File: src/rtl/noc_pkg.sv
// Shared NoC definitions: packet geometry, packet type and merge-node FSM states.
package noc_pkg;

    localparam int DW_DEF  = 9;
    localparam int ADDR_W  = 4;
    localparam int ADDR_HI = DW_DEF - 1;
    localparam int ADDR_LO = DW_DEF - ADDR_W;

    typedef logic [DW_DEF-1:0] pkt_t;

    typedef enum logic [1:0] {
        IDLE   = 2'd0,
        SEND_S = 2'd1,
        SEND_D = 2'd2
    } state_t;

    function automatic logic [ADDR_W-1:0] pkt_addr(input pkt_t p);
        return p[ADDR_HI:ADDR_LO];
    endfunction

endpackage

File: src/rtl/rr_arb2.sv
// Two-request arbiter. MERGE_RR_EN selects round-robin; otherwise in0 has fixed priority.
module rr_arb2 (
    input  logic [1:0] req,
    input  logic       last,
    output logic [1:0] grant
);

`ifndef MERGE_RR_EN
    logic unused_last;
    assign unused_last = last;
`endif

    always_comb begin
        grant = req;
        if (req == 2'b11) begin
`ifdef MERGE_RR_EN
            // on contention, the input that did not win last time goes next
            grant = last ? 2'b01 : 2'b10;
`else
            grant = 2'b01;
`endif
        end
    end

endmodule

File: src/rtl/merge_arb_node.sv
// Two-into-one merge node: emits a select token, then the packet, per accepted input.
// Build option: MERGE_RR_EN enables round-robin arbitration (default is fixed priority).
module merge_arb_node
    import noc_pkg::*;
#(
    parameter int DW = DW_DEF,
    parameter int SW = 1
) (
    input  logic          clk,
    input  logic          reset,
    input  logic [DW-1:0] in0_data,
    input  logic          in0_valid,
    output logic          in0_ready,
    input  logic [DW-1:0] in1_data,
    input  logic          in1_valid,
    output logic          in1_ready,
    output logic [DW-1:0] out_data,
    output logic          out_valid,
    input  logic          out_ready,
    output logic [SW-1:0] s_data,
    output logic          s_valid,
    input  logic          s_ready
);

    state_t        state, state_nxt;
    logic [DW-1:0] pkt, pkt_nxt;
    logic          src, src_nxt;
    logic          last, last_nxt;
    logic [1:0]    req, grant;
    logic          accept;

    assign req = {in1_valid, in0_valid};

    rr_arb2 u_arb (
        .req   (req),
        .last  (last),
        .grant (grant)
    );

    always_ff @(posedge clk) begin
        if (reset) begin
            state <= IDLE;
            pkt   <= '0;
            src   <= 1'b0;
            last  <= 1'b1;
        end else begin
            state <= state_nxt;
            pkt   <= pkt_nxt;
            src   <= src_nxt;
            last  <= last_nxt;
        end
    end

    always_comb begin
        state_nxt = state;
        pkt_nxt   = pkt;
        src_nxt   = src;
        last_nxt  = last;
        accept    = 1'b0;
        in0_ready = 1'b0;
        in1_ready = 1'b0;
        s_valid   = 1'b0;
        out_valid = 1'b0;
        s_data    = SW'(src);
        out_data  = pkt;

        case (state)
            IDLE: accept = 1'b1;
            SEND_S: begin
                s_valid = 1'b1;
                if (s_ready) state_nxt = SEND_D;
            end
            SEND_D: begin
                out_valid = 1'b1;
                if (out_ready) begin
                    accept    = 1'b1;
                    state_nxt = IDLE;
                end
            end
            default: state_nxt = IDLE;
        endcase

        // delivering the packet and taking the next one share the same cycle
        if (accept) begin
            in0_ready = grant[0];
            in1_ready = grant[1];
            if (|grant) begin
                pkt_nxt   = grant[1] ? in1_data : in0_data;
                src_nxt   = grant[1];
                last_nxt  = grant[1];
                state_nxt = SEND_S;
            end
        end

        if (reset) begin
            in0_ready = 1'b0;
            in1_ready = 1'b0;
            s_valid   = 1'b0;
            out_valid = 1'b0;
            s_data    = '0;
            out_data  = '0;
        end
    end

endmodule

File: config.mk
export PLATFORM = sky130hd
export DESIGN_NAME = merge_arb_node
export DESIGN_NICKNAME = d
export VERILOG_FILES = /design/src/rtl/noc_pkg.sv /design/src/rtl/rr_arb2.sv /design/src/rtl/merge_arb_node.sv
export SDC_FILE = /design/constraint.sdc
export NUM_CORES = 1
export LEC_CHECK = 0
export BUFFER_PORTS_ARGS = -buffer_cell sky130_fd_sc_hd__buf_2
export CAP_MARGIN = 20
export CORE_UTILIZATION = 29
export CTS_BUF_LIST = sky130_fd_sc_hd__clkbuf_4
export CTS_CLUSTER_SIZE = 25
export DETAILED_ROUTE_END_ITERATION = 12
export GPL_ROUTABILITY_DRIVEN = 0
export PLACE_DENSITY = 0.69
export SLEW_MARGIN = 5
export SYNTH_ARGS = -nofsm -noshare
export SYNTH_HDL_FRONTEND = slang
export SYNTH_SLANG_ARGS = --single-unit
File: constraint.sdc
create_clock -name clk -period 1.39 [get_ports clk]
set_input_delay 0.139 -clock clk [delete_from_list [all_inputs] [get_ports clk]]
set_output_delay 0.139 -clock clk [all_outputs]
set_load 0.02 [all_outputs]
# Word-level counts from Yosys, hierarchy flattened

Cells that the tools add are included.
Widths: inputs -> output; s select.

Register bits after elaboration: 12
Bits of input ports: 24
Output and inout port bits: 14

Equality and inequality tests: 3
Muxes and demuxes: 19
Reduce and logical (&&, ||, !) cells: 3

Operators by type and width:

| kind               | number |
|---|---|
| $mux 9             | 2 |
| $mux 1             | 10 |
| $mux 2             | 5 |
| $pmux 2 s3         | 1 |
| $eq 2x2->1 const B | 2 |
| $eq 2x1->1 const B | 1 |
| $logic_not 2->1    | 1 |
| $pmux 1 s2         | 1 |
| $reduce_and 2->1   | 1 |
| $reduce_or 2->1    | 1 |

# Depth between registers and ports, before layout

Depth in word-level cells: 5
Depth in mapped cells: 4
Mapped depth without buffers: 3

# By module

From an unflattened synthesis, not the netlist that was laid out.

Cells, all modules: 73
Area, all modules: 718.2 µm²

By module, submodules not included:

| module         | instances | cells an instance | area each (µm²) | seq. area each (µm²) |
|---|---|---|---|---|
| merge_arb_node | 1         | 71                | 708.2           | 260.2 |
| rr_arb2        | 1         | 2                 | 10.0            | 0.0 |

# Worst setup path after synthesis

OpenSTA, ideal clock, no wires.

Path kind: flip-flop to output port
Start point: register state[1]
End point: output port in0_ready
Arrival time: 1.380 ns
Required time: 1.251 ns
Slack: -0.129 ns
Cell stages (with the launch flop): 4
Buffers on the path: 1
Path through: dfxtp_1 > nor2b_4 > clkbuf_1 > nor4b_1

Longest elaborated chain between the ends: 4
Elaborated cells on any way between the ends: 5
Those cells by class: 1 x eq/ne; 3 x mux; 1 x reduce/logical

Ends and longest elaborated chain:

| what                                          | line                 | text |
|---|---|---|
| start: declaration                            | merge_arb_node.sv:25 | `state_t state, state_nxt;` |
| start signal: assignment                      | merge_arb_node.sv:47 | `state <= state_nxt;` |
| $eq 2x2->1 or $logic_not 2->1 (tied branches) | merge_arb_node.sv:67 | `case (state)` |
| $pmux 1 s2 *                                  | merge_arb_node.sv:67 |  |
| $mux 1 *                                      | merge_arb_node.sv:84 | `if (accept) begin` |
| $mux 1 *                                      | merge_arb_node.sv:95 | `if (reset) begin` |
| end: declaration                              | merge_arb_node.sv:13 | `output logic in0_ready,` |

Mark *: on every way between the ends. The rest lies on a longest branch, timed or not.

# Worst setup path in the final report

Start point: register state[0]
End point: output port in1_ready

Longest elaborated chain between the ends: 4
Elaborated cells on any way between the ends: 5
Those cells by class: 1 x eq/ne; 3 x mux; 1 x reduce/logical

Ends and longest elaborated chain:

| what                                          | line                 | text |
|---|---|---|
| $eq 2x2->1 or $logic_not 2->1 (tied branches) | merge_arb_node.sv:67 |  |
| $pmux 1 s2 *                                  | merge_arb_node.sv:67 |  |
| $mux 1 *                                      | merge_arb_node.sv:84 |  |
| $mux 1 *                                      | merge_arb_node.sv:95 |  |
| end: declaration                              | merge_arb_node.sv:16 | `output logic in1_ready,` |

Marks and branches as above.

==> run_results.csv <==
group,metric,value,unit
status,result_of_the_run,"finished clean",
clock_network,total_clock_buffers_created_by_cts,3,
timing,worst_max_slew_pin_slew,0.345,ns
power_and_ir_drop,p_leak,0.505,nW
finish,fillCellCount,229,
finish,layout-drive-gt1-share,47.4,%
synthesis,synth-xor-area-share,0,%
routing,drcViolationCount,0,
grt,grt_pass1_wl,2530,µm
critical_path,worst_ep_required_time,1.25,ns
clock_network,clock_latency,0.28,ns
grt,grt_usage,13.8,%
worst_hold_path,timing.hold.worst_path_depth,2,
power_and_ir_drop,comb_power_share,27.3,%
critical_path,timing.rr.end,"pkt[0]$_SDFFE_PP0P_",
floorplan,die-area,2460,µm²
power_and_ir_drop,power.net_switching,0.000257,W
synthesis,post-synth-top-area-fraction,36.6,%
timing,max_freq,0.732,GHz
placement,post-place-ws,0.157,ns
power_and_ir_drop,power.internal,0.000589,W
critical_path,critPathBufInv,2,
synthesis,ys_seq_area_share,36.6,%
floorplan,placement_rows,16,
critical_path,critical-path-top-delay-family,"flip-flops",
clock_network,numClockSinks,12,
synthesis,synthTopCellsByArea,"sky130_fd_sc_hd__dfxtp_1 (37%), sky130_fd_sc_hd__mux2i_1 (14%), sky130_fd_sc_hd__o31ai_1 (10%)",
power_and_ir_drop,clkPwrFrac,27.0,%
synthesis,synthesis_warnings,0,
synthesis,post_synth_instance_area,657,µm²
timing,timing.slew.headroom,77.0,%
synthesis,biggest_area_consumer_among_synthesized_cells,"sky130_fd_sc_hd__dfxtp_1",
clock_network,cts_buffer_depth,2,
critical_path,rr_startpoint,"state[1]$_SDFF_PP0_",
synthesis,syn_nets,96,
clock_network,cts_root_buffer,"sky130_fd_sc_hd__clkbuf_4",
routing,wl,1670,µm
critical_path,critPathCaptureType,"output port",
grt,antenna_violations_before_repair,0,
finish,antenna_cells,0,
timing,grt_setup_unrepaired,"true",
clock_network,clkSlewWorstSetupHoldPaths,0.08,ns
critical_path,startpoint_type,"flip-flop",
timing,finalClockSkew,0.00224,ns
run,cap_violations,0,
critical_path,critical_path_peak_fanout,12,
critical_path,worst-setup-path-type,"reg -> out",
synthesis,ys_seq_elements,12,
synthesis,synth.area.mux_share,13.7,%
synthesis,synth-adder-area-share,0,%
grt,grt_start_max_net_pins,14,
floorplan,core-area,2040,µm²
timing,fin_ws,0.0232,ns
clock_network,cts_hold_buffers,0,
worst_hold_path,worst_min_delay_path_category,"in -> reg",
timing,finalCriticalPeriod,1.37,ns
power_and_ir_drop,power.total,0.000847,W
routing,vias_per_cell,4.76,
floorplan,number_of_top_level_design_ports,38,
placement,place.detailed.hpwl,1200,µm
finish,finalNetCount,139,
critical_path,slowest_stage,"sky130_fd_sc_hd__dfxtp_2",
synthesis,synth_compound_area_share,21.5,%
floorplan,die_h,49.6,µm
synthesis,syn-mean-instance-area,9.12,µm²
critical_path,cp_cell_sequence,"buf_6 -> nor4_4 -> buf_4",
critical_path,timing.reg2reg.setup_slack,0.10,ns
grt,vias_in_the_first_global_route,575,
power_and_ir_drop,swShare,30.4,%
timing,final_max_slew_viol_count,0,
routing,ant_nets,0,
critical_path,cpPeakStageDelay,0.35,ns
clock_network,ctsHtreeMaxLevel,1,
power_and_ir_drop,ir_drop,0.470,mV
worst_hold_path,hold-path-endpoint,"state[1]$_SDFF_PP0_",
placement,placement.io_buffers,37,
synthesis,area_fraction_in_and_or_nand_and_nor_cells_after_synthesis,22.1,%
floorplan,floorplan.initialDensity,32.2,%
timing,timing.final.setup_violations,0,
timing,layout_worst_path_cycle_share,98.3,%
timing,report.final.hold_viol_count,0,
power_and_ir_drop,pwr-share-seq,45.7,%
routing,dr_total_vias,671,
routing,detailedRoute.firstPassIterationCount,5,
power_and_ir_drop,power-per-cell-area,874,nW/µm²
clock_network,cts_tree,"yes",
critical_path,critical_path_arrival,1.23,ns
synthesis,cells_after_synth,72,
grt,grt.overflow.total,0,
routing,wl_per_cell,11.8,µm
floorplan,dieWidth,49.6,µm
critical_path,worstRegToRegCells,3,
finish,syn_to_final_growth,47.4,%
synthesis,synth_top_family_by_area,"simple AND/OR/NAND/NOR gates",
worst_hold_path,timing.hold.worst.start,"s_ready",
synthesis,synth_cell_type_count,23,
routing,drt_first_iter_violations,4,
[worst max path at each step]
stage / to / slack (ns) / start / cells past startpoint
6_report: in1_ready / 0.02 / state[0]$_SDFF_PP0_ / 3
5_1_grt: in1_ready / -0.02 / state[0]$_SDFF_PP0_ / 3
4_1_cts: in1_ready / 0.003 / state[0]$_SDFF_PP0_ / 3
3_5_place_dp: pkt[0]$_SDFFE_PP0P_ / 0.16 / state[1]$_SDFF_PP0_ / 3
3_3_place_gp: pkt[5]$_SDFFE_PP0P_ / 0.20 / state[1]$_SDFF_PP0_ / 3
2_1_floorplan: state[1]$_SDFF_PP0_ / 0.08 / state[0]$_SDFF_PP0_ / 3
[flip-flops by register name, indices dropped and copies added (netlist names)]
name,cells
pkt,9
state,2
src,1
[metrics by stage]
| step | area [µm²] | hold slack, ns | TNS (ns) | util [%] | instances |
|---|---|---|---|---|---|
| final | 968 | 0.108 | 0 | 47.4 | 141 |
| after global routing | 968 | 0.124 | -0.0405 | 47.4 | 141 |
| after CTS | 926 | 0.0949 | 0 | 45.3 | 139 |
| after detailed placement | 901 | 0.381 | 0 | 44.1 | 136 |
| after global placement | 901 | 0.379 | 0 | 44.1 | 136 |
| after floorplan | 669 | 0.255 | 0 | - | 72 |
[cells in the final DEF (no fill, tap or decap), types with 2 or more instances in the layout]
| cell type | Yosys | final |
|---|---|---|
| sky130_fd_sc_hd__buf_2 | 2 | 35 |
| sky130_fd_sc_hd__buf_4 | 0 | 8 |
| sky130_fd_sc_hd__clkbuf_4 | 0 | 3 |
| sky130_fd_sc_hd__dfxtp_1 | 12 | 10 |
| sky130_fd_sc_hd__dfxtp_2 | 0 | 2 |
| sky130_fd_sc_hd__inv_1 | 2 | 2 |
| sky130_fd_sc_hd__mux2i_1 | 9 | 9 |
| sky130_fd_sc_hd__nor2b_1 | 10 | 10 |
| sky130_fd_sc_hd__o21ai_1 | 9 | 9 |
| sky130_fd_sc_hd__o31ai_1 | 9 | 9 |
| sky130_fd_sc_hd__or3_1 | 2 | 2 |
[cell usage after synthesis]
cell type,count
sky130_fd_sc_hd__dfxtp_1,12
sky130_fd_sc_hd__nor2b_1,10
sky130_fd_sc_hd__mux2i_1,9
sky130_fd_sc_hd__o21ai_1,9
sky130_fd_sc_hd__o31ai_1,9
sky130_fd_sc_hd__clkbuf_1,3
sky130_fd_sc_hd__buf_2,2
sky130_fd_sc_hd__inv_1,2
sky130_fd_sc_hd__or3_1,2
sky130_fd_sc_hd__a21oi_1,1
sky130_fd_sc_hd__a22o_1,1
sky130_fd_sc_hd__a311oi_1,1
sky130_fd_sc_hd__a31oi_1,1
sky130_fd_sc_hd__buf_6,1
sky130_fd_sc_hd__nand2b_1,1
sky130_fd_sc_hd__nor2_1,1
sky130_fd_sc_hd__nor2b_4,1
sky130_fd_sc_hd__nor3_1,1
sky130_fd_sc_hd__nor3b_1,1
sky130_fd_sc_hd__nor4_1,1
sky130_fd_sc_hd__nor4b_1,1
sky130_fd_sc_hd__or2b_1,1
sky130_fd_sc_hd__or4_4,1
[cells by family after synthesis]
family                 after synthesis
AO/OA/AOI/OAI                       22
multiplexers                         9
AND/OR/NAND/NOR                     21
buffers and inverters                8
flip-flops                          12
[power by group through the flow]
stage               sequential (W)  clock (W)  combinational, W
floorplan                 0.000391          0          0.000139
global placement          0.000392          0          0.000215
detailed placement        0.000393          0          0.000218
CTS                       0.000386   0.000237          0.000220
global route              0.000389   0.000246          0.000254
finish                    0.000387   0.000228          0.000231
[per-layer routing]
| metal | vias up | routed length, µm | share of wire [%] | global-route usage [%] |
|---|---|---|---|---|
| met5 | - | 0 | 0 | 0 |
| met4 | 0 | 13 | 0.78 | 4.29 |
| met3 | 2 | 105 | 6.3 | 5.86 |
| met2 | 29 | 818 | 49 | 22.7 |
| met1 | 293 | 730 | 44 | 15.9 |
| li1 | 347 | - | - | - |
[area by class of cell]
| class | instances | area [µm²] | share of cell area (%) |
|---|---|---|---|
| inverter | 2 | 7.51 | 0.775 |
| clock inverter | 1 | 3.75 | 0.388 |
| tap | 27 | 33.8 | 3.49 |
| sequential | 12 | 243 | 25.1 |
| clock buffer | 3 | 22.5 | 2.33 |
| timing repair buffer | 44 | 246 | 25.5 |
| multi-input combinational | 52 | 412 | 42.5 |
[timing repair]
item	in CTS	in global routing
pin swaps	0	1
resized for setup	3	5
setup endpoints to repair	2	3
buffers inserted	0	2
No activity file was read; power rests on OpenSTA's default activity.
